### src/rtl/tdc_sample_ctrl.sv
// Delay-line TDC sequencer: launches an edge, captures the thermometer code,
// averages 2^avg_log2 popcounts and flags bubbles seen in any sample.
module tdc_sample_ctrl #(
    parameter int unsigned N_TAPS       = 16,
    parameter int unsigned AVG_MAX_LOG2 = 4
) (
    input  logic              clk,
    input  logic              rst,
    input  logic              start,
    input  logic [2:0]        avg_log2,
    input  logic [3:0]        settle,
    input  logic [N_TAPS-1:0] taps,
    output logic              launch,
    output logic              busy,
    output logic              res_valid,
    input  logic              res_ready,
    output logic [7:0]        result,
    output logic              err
);

    localparam int unsigned PW = 7;
    localparam int unsigned AW = PW + AVG_MAX_LOG2;
    localparam int unsigned CW = AVG_MAX_LOG2 + 1;

    typedef enum logic [2:0] {IDLE, HIGH, CAPT, ACC, LOW, DONE} state_t;

    state_t            state_q, state_d;
    logic [2:0]        avg_q, avg_d;
    logic [3:0]        s_q, s_d;
    logic [3:0]        tmr_q, tmr_d;
    logic [N_TAPS-1:0] cap_q, cap_d;
    logic [AW-1:0]     acc_q, acc_d;
    logic [CW-1:0]     cnt_q, cnt_d;
    logic              bub_q, bub_d;
    logic              launch_q, launch_d;
    logic              busy_q, busy_d;
    logic              valid_q, valid_d;
    logic [7:0]        result_q, result_d;
    logic              err_q, err_d;

    function automatic logic [PW-1:0] popcount(input logic [N_TAPS-1:0] v);
        logic [PW-1:0] c;
        c = '0;
        for (int i = 0; i < N_TAPS; i++) c = c + PW'(v[i]);
        return c;
    endfunction

    // A set tap above a clear tap breaks the thermometer code
    function automatic logic has_bubble(input logic [N_TAPS-1:0] v);
        logic b;
        b = 1'b0;
        for (int i = 1; i < N_TAPS; i++) b = b | (v[i] & ~v[i-1]);
        return b;
    endfunction

    always_comb begin
        state_d  = state_q;
        avg_d    = avg_q;
        s_d      = s_q;
        tmr_d    = tmr_q;
        cap_d    = cap_q;
        acc_d    = acc_q;
        cnt_d    = cnt_q;
        bub_d    = bub_q;
        result_d = result_q;
        err_d    = err_q;
        case (state_q)
            IDLE: begin
                if (start) begin
                    avg_d   = (32'(avg_log2) > AVG_MAX_LOG2) ? 3'(AVG_MAX_LOG2) : avg_log2;
                    s_d     = (settle == 4'd0) ? 4'd1 : settle;
                    tmr_d   = '0;
                    acc_d   = '0;
                    cnt_d   = '0;
                    bub_d   = 1'b0;
                    state_d = HIGH;
                end
            end
            HIGH: begin
                if (tmr_q == s_q - 4'd1) begin
                    tmr_d   = '0;
                    state_d = CAPT;
                end else begin
                    tmr_d = tmr_q + 4'd1;
                end
            end
            CAPT: begin
                cap_d   = taps;
                state_d = ACC;
            end
            ACC: begin
                acc_d = acc_q + AW'(popcount(cap_q));
                bub_d = bub_q | has_bubble(cap_q);
                cnt_d = cnt_q + CW'(1);
                if (cnt_d == (CW'(1) << avg_q)) begin
                    result_d = 8'(acc_d >> avg_q);
                    err_d    = bub_d;
                    state_d  = DONE;
                end else begin
                    state_d = LOW;
                end
            end
            LOW: begin
                if (tmr_q == s_q - 4'd1) begin
                    tmr_d   = '0;
                    state_d = HIGH;
                end else begin
                    tmr_d = tmr_q + 4'd1;
                end
            end
            DONE: begin
                if (res_ready) state_d = IDLE;
            end
            default: state_d = IDLE;
        endcase
        launch_d = (state_d == HIGH) || (state_d == CAPT);
        busy_d   = (state_d != IDLE);
        valid_d  = (state_d == DONE);
    end

    always_ff @(posedge clk) begin
        if (rst) begin
            state_q  <= IDLE;
            avg_q    <= '0;
            s_q      <= 4'd1;
            tmr_q    <= '0;
            cap_q    <= '0;
            acc_q    <= '0;
            cnt_q    <= '0;
            bub_q    <= 1'b0;
            launch_q <= 1'b0;
            busy_q   <= 1'b0;
            valid_q  <= 1'b0;
            result_q <= '0;
            err_q    <= 1'b0;
        end else begin
            state_q  <= state_d;
            avg_q    <= avg_d;
            s_q      <= s_d;
            tmr_q    <= tmr_d;
            cap_q    <= cap_d;
            acc_q    <= acc_d;
            cnt_q    <= cnt_d;
            bub_q    <= bub_d;
            launch_q <= launch_d;
            busy_q   <= busy_d;
            valid_q  <= valid_d;
            result_q <= result_d;
            err_q    <= err_d;
        end
    end

    assign launch    = launch_q;
    assign busy      = busy_q;
    assign res_valid = valid_q;
    assign result    = result_q;
    assign err       = err_q;

endmodule

### config.mk
export PLATFORM = sky130hd
export DESIGN_NAME = tdc_sample_ctrl
export DESIGN_NICKNAME = d
export VERILOG_FILES = /design/src/rtl/tdc_sample_ctrl.sv
export SDC_FILE = /design/constraint.sdc
export NUM_CORES = 1
export LEC_CHECK = 0
export CORE_MARGIN = 8
export CORE_UTILIZATION = 50
export CTS_BUF_LIST = sky130_fd_sc_hd__clkbuf_4 sky130_fd_sc_hd__clkbuf_8 sky130_fd_sc_hd__clkbuf_16
export DETAILED_ROUTE_END_ITERATION = 8
export GPL_ROUTABILITY_DRIVEN = 1
export MAX_ROUTING_LAYER = met4
export PLACE_DENSITY = 0.72
export SLEW_MARGIN = 20
export SYNTH_ARGS = -nofsm -noshare
export SYNTH_HDL_FRONTEND = slang
export SYNTH_SLANG_ARGS = --single-unit
### constraint.sdc
create_clock -name clk -period 9.1 [get_ports clk]
set_clock_uncertainty 0.15 [all_clocks]
set_input_delay 1.82 -clock clk [delete_from_list [all_inputs] [get_ports clk]]
set_output_delay 1.82 -clock clk [all_outputs]
set_load 0.01 [all_outputs]
==> run metrics <==
fin crit share=between 50 and 60%; Std-Cell Core Area=between 7000 and 8000 um2; unrepaired setup endpoints after global routing=false; average wire length per cell after detail routing=15.7 um; cell-by-cell listing of the critical path=inv_1, fa_1, fa_1, fa_1, fa_1, fa_1, inv_1, fa_1, a21o_1, a31oi_1, o211ai_1, a22oi_1, o31ai_1, a221oi_1, nor2_1; cell type contributing the most total cell area after synthesis=sky130_fd_sc_hd__dfxtp_1; Max-Slew Margin vs Limit=36.0%; Die Footprint=10700 um2; highest cell delay on the worst timing path=0.52 ns; CTS HTree Levels=3; Clock Pin Slew Worst Setup and Hold Paths=0.07 ns; post-synth top area share=31.0%; pre-CTS setup slack=4.22 ns; final hold violation count=0; arrival time worst endpoint=4.98 ns; initial core utilization=50.4%; sort of element at the start of the critical path=register; maximum fanout encountered on the critical timing path=4; count of distinct cell types in the synthesized netlist=68; CTS tree=built; final sum of negative setup slack=0 ns; sequential cell area fraction in the yosys report=31.0%; most common flop cell mapped by yosys=sky130_fd_sc_hd__dfxtp_1; post-CTS resize count=0; Post-CTS Setup Repair Bufs=0; number of primary I/O pins=39; Clock Tree Root=sky130_fd_sc_hd__clkbuf_8; required time of the critical path=between 9 and 10 ns; Hold Worst Slack=0.311 ns; commonest cells in the synthesized netlist=62 x sky130_fd_sc_hd__nand2_1, 59 x sky130_fd_sc_hd__a21oi_1, 59 x sky130_fd_sc_hd__dfxtp_1; standby leakage power=1.62 nW; average size of a mapped cell=7.90 um2; maximum vdd ir drop=0.121 mV; Synth-to-Final Area Change=15.0%; critical setup path kind=reg -> reg; all-layer global routing usage=19.6%; ys async rst share=0%; worst min-delay path class=reg -> reg; cell with the most instances on the worst path=sky130_fd_sc_hd__fa_1; Power Density=198 nW/um2; pin count of the biggest net entering global routing=51; crit path time final=4.90 ns; clock tree sinks=59; Rows=32; synthesis warning total=0; element type at the critical path end=register; Detailed Route WL=slightly below 10 mm; setup slack of the critical path after layout=4.20 ns; Critical-path top delay cell=sky130_fd_sc_hd__fa_1; Net Count, Synth=533; final setup violating endpoints=0; chip height=103 um; clock insertion delay at the later pin of the skew report=approximately 0.34 ns; final-stage net count=559; status=finished, final reports clean; Max Freq=204 MHz; Overall Power=~0.87 mW; final RePlAce weighted congestion=0.914; hold_buf cts=0; number of port buffers=38; via count of the first global-routing pass=3463; antenna cell count=0; Vias/cell=5.69; DRT Pass-1 Iters=6; total of max-cap violations=0; top post-synthesis cells by area=sky130_fd_sc_hd__dfxtp_1 31%, sky130_fd_sc_hd__a21oi_1 7.7%, sky130_fd_sc_hd__fa_1 6.3%; aggregate global routing overflow=0; kind of cell with the highest combined delay on the critical path=adder cells; number of DRC markers in iteration 0=131; horizontal extent of the die=103 um; Post-DP HPWL=between 6 and 7 mm; most frequently used cell type in the post-synthesis netlist=sky130_fd_sc_hd__nand2_1; Tightest Pin Transition=approximately 0.96 ns; WP buf/inv=2; synthesis-stage register bit count=59; wire length of the first global-routing pass=roughly 16 mm; count of nets left with antenna violations after detail routing=0; antenna violations before repair=0; buffer levels on the longest clock path=2; total DRC errors in the routed layout=0; post-synthesis cell count=just under 500; CTS Buf Count=9; total of fill cells in the finished design=687; overall via count from detail_route=3504; number of slew-limit violations in the final report=0; number of flops mapped to enable cells by yosys=0; cell area after technology mapping=~3800 um2; share of cells above drive strength 1=7.20%; final core area utilization=approximately 58%
where the power goes:
group | leakage, nW | switching (mW) | internal [mW]
registers | 0.478 | 0.0378 | 0.286
logic | 1.05 | 0.188 | 0.138
clock network | 0.0932 | 0.106 | 0.112
total | 1.62 | 0.332 | 0.537
tightest hold or removal path: cells and delay by family (launching register included):
| kind | cells | cell delay, ns |
|---|---|---|
| compound gates | 1 | 0.05 |
| flops | 1 | 0.31 |
| simple gates | 1 | 0.05 |
layer usage:
layer | track usage, % | up-vias | share of wire, %
met5 | - | - | 0
met3 | 3.95 | 26 | 4.8
met4 | 9.12 | 0 | 3.0
li1 | - | 1737 | -
met1 | 23.0 | 1631 | 44
met2 | 31.6 | 110 | 48
layout by cell type, fill, tap and decap left out, drive strengths merged, types with 4 or more instances in the layout:
cell and n:
clkbuf 12, fa 12, xor2 5, clkdlybuf4s50 37, o21ai 17, o2111ai 4
a21oi 60, ha 11, nand3b 4, and2 6, nor2b 7, nand3 8
a31oi 5, o211ai 4, nand4 4, a22oi 10, inv 36, nand2b 6
mux2i 6, nor3 10, xnor2 16, nand2 63, a21o 4, a211oi 8
dfxtp 59, nor2 50
cell families (layout without fill, tap and decap cells):
group,Yosys count,after routing,synth area share [%]
adder cells (fa/ha/maj),23,23,9.90
buffers and inverters,61,92,6.75
XOR/XNOR,21,21,4.82
flip-flops,59,59,31.0
AND/OR/NAND/NOR,175,175,22.0
multiplexers,6,6,1.57
AO/OA/AOI/OAI,138,138,24.0
stage by stage:
step,instances,cell area [um2]
6_report,616,4390
2_1_floorplan,483,3820
3_3_place_gp,600,4210
3_5_place_dp,600,4210
4_1_cts,616,4390
5_1_grt,616,4390
layout make-up:
cell class              instances  area, um2  share of cell area, %
multi-input cells             363       2380                   54.1
flip-flops and latches         59       1180                   26.9
repair buffers                 40        390                   8.89
clock buffers                  12        153                   3.48
inverters                      36        135                   3.08
well taps                     102        128                   2.91
clock inverters                 4       26.3                  0.598
state kept, by name, indices dropped and copies added (netlist names):
name       flops
s_q            4
bub_q          1
busy           1
launch         1
acc_q         11
res_valid      1
tmr_q          4
avg_q          3
state_q        3
cap_q         16
err            1
cnt_q          5
result         8
final timing paths:
path | slack (ns) | to | cells after the start | from
worst max-delay path | 4.20 | result[1]$_SDFFE_PP0P_ | 15 | cap_q[7]$_SDFFE_PP0P_
worst min-delay path | 0.31 | cap_q[5]$_SDFFE_PP0P_ | 2 | cap_q[5]$_SDFFE_PP0P_
worst max register to register | 4.20 | result[1]$_SDFFE_PP0P_ | 15 | cap_q[7]$_SDFFE_PP0P_
worst min register to register | 0.31 | cap_q[5]$_SDFFE_PP0P_ | 2 | cap_q[5]$_SDFFE_PP0P_
No activity file was read; power rests on OpenSTA's default activity.
